[config.mk]
export PLATFORM = sky130hd
export DESIGN_NAME = pipe_stage_chain
export DESIGN_NICKNAME = d
export VERILOG_FILES = /design/src/rtl/pipe_stage_chain.sv
export SDC_FILE = /design/constraint.sdc
export NUM_CORES = 1
export LEC_CHECK = 0
export CAP_MARGIN = 20
export CORE_MARGIN = 2
export CORE_UTILIZATION = 42
export CTS_CLUSTER_DIAMETER = 150
export CTS_CLUSTER_SIZE = 40
export DETAILED_ROUTE_END_ITERATION = 6
export PLACE_DENSITY_LB_ADDON = 0.12
export RECOVER_POWER = 100
export SLEW_MARGIN = 0
export SYNTH_ARGS = -nofsm -noshare
export SYNTH_HDL_FRONTEND = slang
export SYNTH_SLANG_ARGS = --single-unit
[constraint.sdc]
create_clock -name clock -period 1.6 [get_ports clock]
set_clock_uncertainty 0.05 [all_clocks]
set_input_delay 0.32 -clock clock [delete_from_list [all_inputs] [get_ports clock]]
set_output_delay 0.32 -clock clock [all_outputs]
set_load 0.01 [all_outputs]
[src/rtl/pipe_stage_chain.sv]
// Pipeline register chain: DEPTH stages of {valid, data} with global enable, synchronous flush
// and a registered occupancy count. Define PIPE_STALL_CNT_EN to add the saturating stall_cnt output.
module pipe_stage_chain #(
    parameter int unsigned      WIDTH     = 32,
    parameter int unsigned      DEPTH     = 1,
    parameter logic [WIDTH-1:0] FLUSH_VAL = '0
) (
    input  logic                         clock,
    input  logic                         reset_n,
    input  logic                         en,
    input  logic                         flush,
    input  logic                         valid_i,
    input  logic [WIDTH-1:0]             d,
    output logic                         valid_o,
    output logic [WIDTH-1:0]             q,
    output logic [$clog2(DEPTH+1)-1:0]   occupancy,
    output logic                         busy
`ifdef PIPE_STALL_CNT_EN
    ,
    output logic [15:0]                  stall_cnt
`endif
);

    localparam int unsigned OCC_W = $clog2(DEPTH + 1);

    logic [WIDTH-1:0] data_q [DEPTH];
    logic [WIDTH-1:0] data_d [DEPTH];
    logic [DEPTH-1:0] valid_q;
    logic [DEPTH-1:0] valid_d;
    logic [OCC_W-1:0] occ_q;
    logic [OCC_W-1:0] occ_d;

    always_comb begin
        data_d  = data_q;
        valid_d = valid_q;
        occ_d   = occ_q;
        if (flush) begin
            for (int i = 0; i < DEPTH; i++) begin
                data_d[i] = FLUSH_VAL;
            end
            valid_d = '0;
            occ_d   = '0;
        end else if (en) begin
            data_d[0]  = d;
            valid_d[0] = valid_i;
            for (int i = 1; i < DEPTH; i++) begin
                data_d[i]  = data_q[i-1];
                valid_d[i] = valid_q[i-1];
            end
            // The word leaving the last stage and the word entering stage 0 cancel when both valid.
            occ_d = occ_q - OCC_W'(valid_q[DEPTH-1]) + OCC_W'(valid_i);
        end
    end

    always_ff @(posedge clock or negedge reset_n) begin
        if (!reset_n) begin
            for (int i = 0; i < DEPTH; i++) begin
                data_q[i] <= FLUSH_VAL;
            end
            valid_q <= '0;
            occ_q   <= '0;
        end else begin
            data_q  <= data_d;
            valid_q <= valid_d;
            occ_q   <= occ_d;
        end
    end

    assign q         = data_q[DEPTH-1];
    assign valid_o   = valid_q[DEPTH-1];
    assign occupancy = occ_q;
    assign busy      = (occ_q != '0);

`ifdef PIPE_STALL_CNT_EN
    logic [15:0] stall_q;
    logic [15:0] stall_d;

    // Flush does not clear the counter; only reset does.
    always_comb begin
        stall_d = stall_q;
        if (!en && !flush && busy && (stall_q != 16'hFFFF)) begin
            stall_d = stall_q + 16'd1;
        end
    end

    always_ff @(posedge clock or negedge reset_n) begin
        if (!reset_n) begin
            stall_q <= '0;
        end else begin
            stall_q <= stall_d;
        end
    end

    assign stall_cnt = stall_q;
`endif

endmodule

==> metrics <==
status=finished, final reports clean; worst hold start=q[23]$_DFFE_PN0P_; Avg Vias per Cell=4.68; share of cells above drive strength 1=6.91%; Yosys warning total=0; Area growth, synth to finish=51.8%; Slew headroom=46.3%; Antenna Cells=0; Clock Latency Late Sink=0.32 ns; hold path endpoint=q[23]$_DFFE_PN0P_; Netlist Area Pre-Place=1430 µm²; top-area cell type share of the netlist area=59.3%; Buf/Inv on CP=1; Ports=72; Final Hold Fails=0; R2R Setup Slk=0.53 ns; gr ovfl total=0; R2R cell count=3; num rows=21; Netlist cell types=12; clock share of power=31.4%; worst path required time=1.23 ns; RSZ-0062 raised after global routing=false; first-pass GRT wire length=5250 µm; critical path, cell by cell=dlygate4sd2_1; Core Box Area=3310 µm²; TritonCTS Buffers=5; EDFF count, synth=0; total wire length=3120 µm; leading area contributor after synthesis=dfrtp_1; number of max-cap violations=0; switching part of the total power=24.2%; initial antenna violation count=0; reg2reg start=valid_o$_DFFE_PN0P_; Worst EP arrival=1.06 ns; initial drt markers=38; post-synthesis sequential area ratio=59.3%; Critical Path Max Stage Delay=0.44 ns; critical path's top delay family=flip-flops; Final setup viols=0; gpl congestion=0.668; via count=1094; Fmax=0.697 GHz; clk slew on worst S/H paths=0.10 ns; Int Pwr=1.39 mW; Syn Nets=151; Flop pwr share=50.9%; Lkg Pwr=1.15 nW; min Tclk post-route=1.43 ns; Setup CP Type=reg -> out; Worst VDD drop=513 µV; fin. max-slew vios=0; mean routed wirelength per cell=13.3 µm; worst hold path class=reg -> reg; CP max-delay cell=dfrtp_1; Root Buffer=clkbuf_4; H-tree depth=2; sw power=0.443 mW; reg-to-reg endpoint=busy$_DFFE_PN0P_; pin count of the biggest net entering global routing=36; Cells after Synth=114; DP Wirelength=2240 µm; Synth top cells by count=dfrtp_1 (34), nor2_1 (34), mux2i_1 (33); Crit Path Max Fanout=4; Worst-Margin Slew=0.806 ns; Comb pwr share=17.7%; CTS Sinks=34; WHS Path Cells=2; Clock Path Buffers=2; ANT nets after route=0; vias in the first global route=1169; setup TNS=0 ns; # DRC=0; die area=3900 µm²; Pre-antenna DRT Iters=4; port bufs=71; chip width=62.4 µm; synthesized area per cell=12.6 µm²; synthesis-stage register bit count=34; Initial Util=43.3%; pwr dens=843 nW/µm²; die height=62.4 µm; ys async rst share=100%; TritonCTS clock tree=yes; Final Cycle Share=89.7%; Top FF cell, synth=dfrtp_1; fin util=65.8%; NumNets Final=224; Synth area leaders=dfrtp_1 (59%), mux2i_1 (23%), nor2_1 (8.9%); crit path capture type=output port; Tot GR Track Use=17.1%; CP startpoint kind=flop
==> cells by family after synthesis <==
family	share of synthesized area, %
AOI/OAI and AO/OA	0.960
xor gates and xnor gates	0.611
buffers and inverters	6.72
DFF	59.3
muxes	23.0
and+or+nand+nor	9.34
==> worst max path at each step <==
stage                   startpoint                to  cells after the start
2_1_floorplan  valid_o$_DFFE_PN0P_  busy$_DFFE_PN0P_                      3
3_3_place_gp               valid_i  busy$_DFFE_PN0P_                      4
6_report          busy$_DFFE_PN0P_              busy                      1
4_1_cts           q[0]$_DFFE_PN0P_              q[0]                      1
3_5_place_dp               valid_i  busy$_DFFE_PN0P_                      4
5_1_grt           busy$_DFFE_PN0P_              busy                      1
==> power groups by stage <==
stage	clock (mW)	sequential (mW)	combinational, mW
floorplan	0	0.975	0.129
global placement	0	0.950	0.364
detailed placement	0	0.953	0.373
CTS	0.593	0.936	0.344
global route	0.643	0.941	0.355
finish	0.576	0.935	0.325
==> worst register-to-register path: stages (launching register included) <==
cell,delay [ns]
dfrtp_1,0.41
xor2_1,0.19
a21oi_1,0.09
a31o_2,0.22
==> layout make-up <==
| type | count | area, µm² |
|---|---|---|
| Clock buffer | 8 | 78.8 |
| Fill cell | 289 | 1130 |
| Multi-Input combinational cell | 71 | 487 |
| Sequential cell | 34 | 851 |
| Tap cell | 46 | 57.6 |
| Timing Repair Buffer | 75 | 703 |
==> cell usage in the layout, fill, tap and decap left out <==
master	netlist	final
nor2_1	34	34
dfrtp_1	34	34
mux2i_1	33	33
clkdlybuf4s50_1	0	32
dlygate4sd2_1	0	29
clkdlybuf4s25_1	0	6
clkbuf_4	0	5
clkbuf_8	0	3
dlygate4sd3_1	0	3
clkbuf_2	0	2
xor2_1	1	1
nand2b_1	1	1
a21oi_1	1	1
a31o_2	1	1
buf_2	2	1
clkbuf_1	2	1
buf_12	3	1
==> layer usage <==
layer | GRT usage (%) | up-vias | share of wire, % | wire [µm]
met5 | 0 | - | 0 | 0
met3 | 4.68 | 7 | 6.7 | 209
met2 | 29.7 | 47 | 51 | 1580
met1 | 19.8 | 521 | 41 | 1280
met4 | 7.50 | 0 | 1.8 | 55
li1 | - | 519 | - | -
==> flip-flops by register name, indices dropped and copies added, names as in the netlist <==
signal and flops:
busy 1, q 32, valid_o 1
==> per-stage QoR <==
step | total power [mW] | setup WS [ns] | instance area (µm²) | instances | hold WS [ns]
2_1_floorplan | 1.10 | 0.552 | 1430 | 114 | -0.0256
3_3_place_gp | 1.31 | 0.124 | 2160 | 226 | 0.450
3_5_place_dp | 1.33 | 0.117 | 2160 | 226 | 0.462
4_1_cts | 1.87 | 0.0000581 | 2200 | 234 | 0.296
5_1_grt | 1.94 | 0.0956 | 2180 | 234 | 0.488
6_report | 1.84 | 0.165 | 2180 | 234 | 0.476
==> repair_timing <==
item	in CTS	in global routing
gates cloned	0	0
hold buffers	0	0
resized for setup	29	6
endpoints found under the setup margin	29	6
buffers inserted	0	0
Note: power is estimated with default switching activity, not from simulation.
